**src/rtl/mdu_seq_pkg.sv**
```systemverilog
// Shared encodings for the iterative RV32M multiply/divide sequencer.
package mdu_seq_pkg;

  localparam int MDU_OP_W  = 3;
  localparam int MDU_STEPS = 32;

  typedef enum logic [MDU_OP_W-1:0] {
    OP_MUL    = 3'd0,
    OP_MULH   = 3'd1,
    OP_MULHSU = 3'd2,
    OP_MULHU  = 3'd3,
    OP_DIV    = 3'd4,
    OP_DIVU   = 3'd5,
    OP_REM    = 3'd6,
    OP_REMU   = 3'd7
  } mdu_op_e;

  typedef enum logic [1:0] {
    ST_IDLE = 2'd0,
    ST_CALC = 2'd1,
    ST_DONE = 2'd2
  } mdu_state_e;

  // Divide-family ops all have bit 2 set; bit 1 then separates REM from DIV.
  function automatic logic op_is_div(input logic [MDU_OP_W-1:0] op);
    return op[2];
  endfunction

endpackage

```
**src/rtl/mdu_sign_prep.sv**
```systemverilog
// Turns op/src1/src2 into unsigned operand magnitudes plus the sign flags
// needed to correct the unsigned result at the end of the iteration.
module mdu_sign_prep
  import mdu_seq_pkg::*;
#(
  parameter int XLEN = 32
) (
  input  logic [MDU_OP_W-1:0] i_op,
  input  logic [XLEN-1:0]     i_src1,
  input  logic [XLEN-1:0]     i_src2,
  output logic [XLEN-1:0]     o_mag1,
  output logic [XLEN-1:0]     o_mag2,
  output logic                o_neg_prod,
  output logic                o_neg_quot,
  output logic                o_neg_rem
);

  logic w_s1_signed;
  logic w_s2_signed;
  logic w_s1_neg;
  logic w_s2_neg;

  assign w_s1_signed = (i_op == OP_MULH) | (i_op == OP_MULHSU) |
                       (i_op == OP_DIV)  | (i_op == OP_REM);
  assign w_s2_signed = (i_op == OP_MULH) | (i_op == OP_DIV) | (i_op == OP_REM);

  assign w_s1_neg = w_s1_signed & i_src1[XLEN-1];
  assign w_s2_neg = w_s2_signed & i_src2[XLEN-1];

  assign o_mag1 = w_s1_neg ? -i_src1 : i_src1;
  assign o_mag2 = w_s2_neg ? -i_src2 : i_src2;

  assign o_neg_prod = w_s1_neg ^ w_s2_neg;
  assign o_neg_quot = w_s1_neg ^ w_s2_neg;
  assign o_neg_rem  = w_s1_neg;

endmodule

```
**src/rtl/mdu_seq.sv**
```systemverilog
// Iterative RV32M sequencer: 32-step shift-add multiply or restoring divide,
// one op at a time, with valid/ready on both request and response sides.
module mdu_seq
  import mdu_seq_pkg::*;
#(
  parameter int XLEN  = 32,
  parameter int CNT_W = 5
) (
  input  logic                clk,
  input  logic                reset,
  input  logic                req_valid,
  output logic                req_ready,
  input  logic [MDU_OP_W-1:0] req_op,
  input  logic [XLEN-1:0]     req_src1,
  input  logic [XLEN-1:0]     req_src2,
  input  logic                flush,
  output logic                resp_valid,
  input  logic                resp_ready,
  output logic [XLEN-1:0]     resp_result,
  output logic                busy,
  output logic [1:0]          dbg_state
);

  // Handshakes: a transfer happens on an edge where valid and ready are both
  // high; valid never waits on ready, and the payload holds while valid & ~ready.

  mdu_state_e          r_state;
  mdu_state_e          w_state_nxt;
  logic [CNT_W-1:0]    r_cnt;
  logic [MDU_OP_W-1:0] r_op;
  logic [XLEN-1:0]     r_mcand;
  logic [XLEN-1:0]     r_mplier;
  logic [2*XLEN-1:0]   r_acc;
  logic [XLEN-1:0]     r_rem;
  logic [XLEN-1:0]     r_result;
  logic                r_neg_main;
  logic                r_neg_rem;

  logic [XLEN-1:0]     w_mag1;
  logic [XLEN-1:0]     w_mag2;
  logic                w_neg_prod;
  logic                w_neg_quot;
  logic                w_neg_rem;

  mdu_sign_prep #(.XLEN(XLEN)) u_sign_prep (
    .i_op       (req_op),
    .i_src1     (req_src1),
    .i_src2     (req_src2),
    .o_mag1     (w_mag1),
    .o_mag2     (w_mag2),
    .o_neg_prod (w_neg_prod),
    .o_neg_quot (w_neg_quot),
    .o_neg_rem  (w_neg_rem)
  );

  logic w_req_fire;
  logic w_last;
  logic w_in_div;
  logic w_div_zero;
  logic w_div_ovf;
  logic w_special;
  logic [XLEN-1:0] w_special_res;

  assign w_req_fire = req_valid & req_ready;
  assign w_last     = (r_cnt == CNT_W'(MDU_STEPS - 1));
  assign w_in_div   = op_is_div(req_op);
  assign w_div_zero = w_in_div & (req_src2 == '0);
  assign w_div_ovf  = ((req_op == OP_DIV) | (req_op == OP_REM)) &
                      (req_src1 == {1'b1, {(XLEN-1){1'b0}}}) & (req_src2 == '1);
  assign w_special  = w_div_zero | w_div_ovf;

  always_comb begin
    w_special_res = '0;
    if (w_div_zero) begin
      w_special_res = req_op[1] ? req_src1 : '1;
    end else if (w_div_ovf) begin
      w_special_res = req_op[1] ? '0 : {1'b1, {(XLEN-1){1'b0}}};
    end
  end

  // One iteration step of each algorithm; r_mplier doubles as the dividend
  // shifting out MSB-first while quotient bits shift in at the bottom.
  logic [2*XLEN-1:0] w_addend;
  logic [2*XLEN-1:0] w_acc_nxt;
  logic [XLEN:0]     w_rem_sh;
  logic [XLEN:0]     w_diff;
  logic              w_ge;
  logic [XLEN-1:0]   w_rem_nxt;
  logic [XLEN-1:0]   w_quot_nxt;

  assign w_addend   = {{XLEN{1'b0}}, r_mcand} << r_cnt;
  assign w_acc_nxt  = r_mplier[0] ? (r_acc + w_addend) : r_acc;
  assign w_rem_sh   = {r_rem, r_mplier[XLEN-1]};
  assign w_diff     = w_rem_sh - {1'b0, r_mcand};
  assign w_ge       = ~w_diff[XLEN];
  assign w_rem_nxt  = w_ge ? w_diff[XLEN-1:0] : w_rem_sh[XLEN-1:0];
  assign w_quot_nxt = {r_mplier[XLEN-2:0], w_ge};

  logic [2*XLEN-1:0] w_prod_fin;
  logic [XLEN-1:0]   w_quot_fin;
  logic [XLEN-1:0]   w_rem_fin;
  logic [XLEN-1:0]   w_calc_res;

  assign w_prod_fin = r_neg_main ? -w_acc_nxt : w_acc_nxt;
  assign w_quot_fin = r_neg_main ? -w_quot_nxt : w_quot_nxt;
  assign w_rem_fin  = r_neg_rem ? -w_rem_nxt : w_rem_nxt;

  always_comb begin
    w_calc_res = w_prod_fin[XLEN-1:0];
    case (r_op)
      OP_MUL:                      w_calc_res = w_prod_fin[XLEN-1:0];
      OP_MULH, OP_MULHSU, OP_MULHU: w_calc_res = w_prod_fin[2*XLEN-1:XLEN];
      OP_DIV, OP_DIVU:             w_calc_res = w_quot_fin;
      default:                     w_calc_res = w_rem_fin;
    endcase
  end

  always_ff @(posedge clk) begin
    if (reset) r_state <= ST_IDLE;
    else       r_state <= w_state_nxt;
  end

  always_comb begin
    w_state_nxt = r_state;
    if (flush) begin
      w_state_nxt = ST_IDLE;
    end else begin
      case (r_state)
        ST_IDLE: if (w_req_fire) w_state_nxt = w_special ? ST_DONE : ST_CALC;
        ST_CALC: if (w_last)     w_state_nxt = ST_DONE;
        ST_DONE: if (resp_ready) w_state_nxt = ST_IDLE;
        default:                 w_state_nxt = ST_IDLE;
      endcase
    end
  end

  always_ff @(posedge clk) begin
    if (reset) begin
      r_cnt      <= '0;
      r_op       <= '0;
      r_mcand    <= '0;
      r_mplier   <= '0;
      r_acc      <= '0;
      r_rem      <= '0;
      r_result   <= '0;
      r_neg_main <= 1'b0;
      r_neg_rem  <= 1'b0;
    end else if (flush) begin
      r_cnt <= '0;
    end else begin
      case (r_state)
        ST_IDLE: begin
          if (w_req_fire) begin
            r_op       <= req_op;
            r_cnt      <= '0;
            r_mcand    <= w_in_div ? w_mag2 : w_mag1;
            r_mplier   <= w_in_div ? w_mag1 : w_mag2;
            r_acc      <= '0;
            r_rem      <= '0;
            r_neg_main <= w_in_div ? w_neg_quot : w_neg_prod;
            r_neg_rem  <= w_neg_rem;
            if (w_special) r_result <= w_special_res;
          end
        end
        ST_CALC: begin
          r_cnt <= r_cnt + 1'b1;
          if (op_is_div(r_op)) begin
            r_rem    <= w_rem_nxt;
            r_mplier <= w_quot_nxt;
          end else begin
            r_acc    <= w_acc_nxt;
            r_mplier <= r_mplier >> 1;
          end
          if (w_last) r_result <= w_calc_res;
        end
        default: ;
      endcase
    end
  end

  assign req_ready   = (r_state == ST_IDLE) & ~flush;
  assign resp_valid  = (r_state == ST_DONE);
  assign resp_result = r_result;
  assign busy        = (r_state != ST_IDLE);
  assign dbg_state   = r_state;

endmodule

```
**config.mk**
```make
export PLATFORM = sky130hd
export DESIGN_NAME = mdu_seq
export DESIGN_NICKNAME = d
export VERILOG_FILES = /design/src/rtl/mdu_seq_pkg.sv /design/src/rtl/mdu_sign_prep.sv /design/src/rtl/mdu_seq.sv
export SDC_FILE = /design/constraint.sdc
export NUM_CORES = 1
export LEC_CHECK = 0
export BUFFER_PORTS_ARGS = -buffer_cell sky130_fd_sc_hd__buf_2
export CAP_MARGIN = 10
export CORE_UTILIZATION = 45
export DETAILED_ROUTE_END_ITERATION = 10
export HOLD_SLACK_MARGIN = 0.12
export PLACE_DENSITY = 0.72
export SKIP_LAST_GASP = 1
export SYNTH_ARGS = -nofsm -noshare
export SYNTH_HDL_FRONTEND = slang
export SYNTH_SLANG_ARGS = --single-unit
```
**constraint.sdc**
```tcl
create_clock -name clk -period 8.15 [get_ports clk]
set_input_delay 2.445 -clock clk [delete_from_list [all_inputs] [get_ports clk]]
set_output_delay 2.445 -clock clk [all_outputs]
set_load 0.05 [all_outputs]
```
==> results.txt <==
----------------------------------------------------
[Run status]
  Status ... completed

[STA]
  RSZ-0062 raised after global routing ... no
  Max Transition Viols Final ... 0
  Fmax achieved ... 137 MHz
  Accumulated negative setup slack ... 0 ps
  Tmin final ... about 7300 ps
  Final worst-path cycle share ... about nine tenths
  Final Hold Fails ... 0
  Finish-stage setup viols ... 0
  Actual transition at the worst max-transition pin ... between 1000 and 1500 ps
  Worst max-slew margin expressed relative to the limit ... between 15 and 20%
  Clock tree skew after final layout ... about 12 ps

[Clocking]
  Clock sink count ... approximately 200
  CTS Hold Bufs ... 0
  CTS tree ... built
  Clk pin slew, worst setup/hold paths ... approximately 60 ps
  Clk Tree Root Cell ... sky130_fd_sc_hd__clkbuf_16
  CTS buffer count ... 27
  Clock Latency Late Sink ... 600 ps
  Maximum clock insertion buffer count ... 3
  Setup bufs post-CTS ... 0
  Number of levels the H-tree was split into ... 1
  Post-cts repair resize count ... 0

[Global route]
  Global router's overall resource usage ... between 30% and 40%
  Global-route wire length before repair ... ~160000 um
  Most utilized layer in the global route result ... met2
  Initial antenna violation count ... 4
  Pin count of the biggest net entering global routing ... around 90
  Number of global-route vias before repair ... 25900
  Grt total ovfl ... 0
  GR Util met3 ... between 10 and 15%
  Global-route met1 utilization ... approximately 49%
  Global Route met2 Usage ... a little under three fifths

[Worst setup path]
  Critical Path Slowest Stage Cell ... sky130_fd_sc_hd__dfxtp_2
  Required time at the worst-slack endpoint ... 8610 ps
  Class of the most critical setup path ... reg -> reg
  Reg2reg path depth ... 20
  Data arrival time at the worst-slack endpoint ... approximately 7800 ps
  Capture instance of the worst register-to-register path ... resp_result[20]$_SDFFE_PP0P_
  Worst r2r src ... r_cnt[1]$_SDFFE_PP0P_
  CP max stage delay ... about 960 ps
  Sequence of cells on the critical path ... o21ai_0 -> a21oi_1 -> nor2_1 -> a21oi_1 -> mux2_2 -> mux2i_1 -> ha_1 -> a21oi_1 -> o21ai_0 -> a221o_1 -> nor2_2 -> a211oi_1 -> a211oi_4 -> or3b_1 -> or4b_4 -> or2_1 -> nor3_2 -> nor2_1 -> a211oi_1 -> o21ai_0
  Maximum fanout encountered on the critical timing path ... 46
  Worst setup path startpoint ... r_cnt[1]$_SDFFE_PP0P_
  Crit path launch type ... register
  Register-to-register path setup slack ... 840 ps
  Nature of the critical path endpoint ... register

[Route]
  Count of vias placed by the detailed router ... 28900
  DRC violations left ... 0
  Drt initial violations ... between 4000 and 5000
  Post-detailed-routing wire length ... around 110000 um
  Number of routed nets with antenna violations ... 0
  Detailed-route wire length per cell ... ~26 um
  TritonRoute pass-1 iters ... 9
  Via count normalized by instance count ... 6.90

[Finish]
  Layout Utilization ... between 40% and 50%
  Final antenna diode count ... 0
  Share of post-route cells with drive strength above 1 ... between 10% and 20%
  Final Net Count ... between 3000 and 4000
  Filler Cells Inserted ... about 5500
  Synth-to-layout area growth ... 7.43%

[Yosys]
  Number of register bits inferred by synthesis ... between 200 and 250
  Total standard cell area after synthesis ... 0.0247 mm^2
  Primary flip-flop cell chosen by synthesis mapping ... sky130_fd_sc_hd__dfxtp_1
  Share of async-settable or async-resettable flops after synthesis ... 0%
  Number of instances in the synthesized netlist ... around 3500
  Average cell area after synthesis ... between 6 and 7 um^2
  Synth cell types ... about 110
  Count of yosys warnings during synthesis ... 0
  Cell type with the largest total area after synthesis ... sky130_fd_sc_hd__dfxtp_1
  EDFF count, synth ... 0
  Part of the Yosys area used for sequential elements ... between 10% and 20%
  Largest cells by area after synthesis ... sky130_fd_sc_hd__dfxtp_1, sky130_fd_sc_hd__nor2_1, sky130_fd_sc_hd__a21oi_1
  Synthesized netlist net count ... 3711
  Yosys top cell area share ... roughly 17%

[Pwr]
  Worst-case vdd ir drop ... 0.000153 V
  Power per standard cell area ... 129 mW/mm^2
  Static Leak ... between 9 and 10 nW

[Placed design]
  Sum of net half-perimeters after detailed placement ... between 80000 and 90000 um
  PortBufs ... around 110
  Weighted congestion at the end of routability-driven global placement ... 1.12

[Run]
  Max-cap violations ... 0

[Min path]
  WHS Endpoint ... resp_result[9]$_SDFFE_PP0P_
  Class of the tightest hold or removal check ... reg -> reg
  Hold path startpoint ... resp_result[9]$_SDFFE_PP0P_
  Number of instances on the worst hold path ... 2

[Floorplan]
  Total die area ... around 0.056 mm^2
  FP Rows ... 85
  Width of the die ... about 240 um
  Standard cell core area ... roughly 0.054 mm^2
  Die Height ... around 240 um
  I/O pin count ... between 100 and 150
  Effective utilization at floorplan ... approximately 46%

----------------------------------------------------
-- cells by family (layout without fill, tap and decap cells) --
group,count (synthesis),after routing,share of synthesized area (%)
buf+inv,339,301,5.46
simple gates,1358,1358,25.8
flops,204,204,16.6
xor+xnor,196,196,6.96
compound gates,1136,1136,30.6
mux,196,196,9.29
fa+ha+maj,105,105,5.39
-- per-stage QoR --
stage	instance area (um^2)	instances	total power [W]	worst slack, ps	hold WS, ps
3_5_place_dp	25500	4143	0.00205	1110	439
5_1_grt	26500	4192	0.00349	469	480
3_3_place_gp	25500	4143	0.00205	1100	436
2_1_floorplan	24700	3534	0.00174	1970	445
6_report	26500	4192	0.00341	844	455
4_1_cts	26500	4191	0.00335	1090	453
-- layout by cell type, fill, tap and decap left out, types with 42 or more instances in the layout --
master	count
sky130_fd_sc_hd__a211oi_1	68
sky130_fd_sc_hd__a21oi_1	316
sky130_fd_sc_hd__a22oi_1	58
sky130_fd_sc_hd__buf_2	107
sky130_fd_sc_hd__buf_4	59
sky130_fd_sc_hd__dfxtp_1	198
sky130_fd_sc_hd__ha_1	103
sky130_fd_sc_hd__inv_1	82
sky130_fd_sc_hd__mux2_2	47
sky130_fd_sc_hd__mux2i_1	125
sky130_fd_sc_hd__nand2_1	386
sky130_fd_sc_hd__nand3_1	55
sky130_fd_sc_hd__nand4_1	67
sky130_fd_sc_hd__nor2_1	474
sky130_fd_sc_hd__nor3_1	108
sky130_fd_sc_hd__o211ai_1	55
sky130_fd_sc_hd__o21ai_0	208
sky130_fd_sc_hd__o31ai_1	42
sky130_fd_sc_hd__xnor2_1	116
sky130_fd_sc_hd__xor2_1	80
-- where the power goes --
| part | internal [W] | switching [W] |
|---|---|---|
| Clock | 0.000759 | 0.000556 |
| Sequential | 0.00102 | 0.0000592 |
| Combinational | 0.000331 | 0.000683 |
-- registers in the layout, indices dropped and copies added (netlist names) --
signal / flops
dbg_state: 2
r_neg_main: 1
resp_result: 32
r_acc: 64
r_cnt: 5
r_op: 3
r_mplier: 32
r_neg_rem: 1
r_rem: 32
r_mcand: 32
-- final cells by class --
cell class	count	area (um^2)	area share, %
multi-input combinational	2991	19300	72.7
sequential	204	4090	15.5
timing repair buffer	168	995	3.75
tap	696	871	3.29
clock buffer	32	756	2.85
inverter	85	319	1.20
clock inverter	16	188	0.708
-- how the worst max path moves through the flow --
stage | endpoint | slack, ps | cells past startpoint
after floorplan | resp_result[21]$_SDFFE_PP0P_ | 1970 | 22
after CTS | resp_result[21]$_SDFFE_PP0P_ | 1090 | 19
after global routing | resp_result[20]$_SDFFE_PP0P_ | 470 | 20
after global placement | resp_result[21]$_SDFFE_PP0P_ | 1100 | 17
after detailed placement | resp_result[21]$_SDFFE_PP0P_ | 1110 | 19
final | resp_result[20]$_SDFFE_PP0P_ | 840 | 20
-- worst max-delay path, delay by kind of cell, from the launching register on --
| kind | cells | cell delay, ps |
|---|---|---|
| AO/OA/AOI/OAI | 10 | 3230 |
| AND/OR/NAND/NOR | 7 | 2170 |
| flip-flops | 1 | 960 |
| adder cells (fa/ha/maj) | 1 | 440 |
| multiplexers | 2 | 340 |
-- metal layers --
layer	part of all wire [%]	up-vias	wire, um
met3	13	464	14300
li1	-	13000	-
met2	41	2036	45000
met1	38	13400	41900
met5	0.042	-	46
met4	8.1	6	8950
-- cells in the mapped netlist, types with 47 or more instances --
cell and n:
sky130_fd_sc_hd__a211oi_1 68, sky130_fd_sc_hd__a21oi_1 316, sky130_fd_sc_hd__a22oi_1 58, sky130_fd_sc_hd__clkbuf_1 170, sky130_fd_sc_hd__dfxtp_1 204, sky130_fd_sc_hd__ha_1 103
sky130_fd_sc_hd__inv_1 82, sky130_fd_sc_hd__mux2_2 47, sky130_fd_sc_hd__mux2i_1 125, sky130_fd_sc_hd__nand2_1 387, sky130_fd_sc_hd__nand3_1 55, sky130_fd_sc_hd__nand4_1 67
sky130_fd_sc_hd__nor2_1 474, sky130_fd_sc_hd__nor3_1 110, sky130_fd_sc_hd__o211ai_1 55, sky130_fd_sc_hd__o21ai_0 208, sky130_fd_sc_hd__xnor2_1 116, sky130_fd_sc_hd__xor2_1 80
No activity file was read; power rests on OpenSTA's default activity.
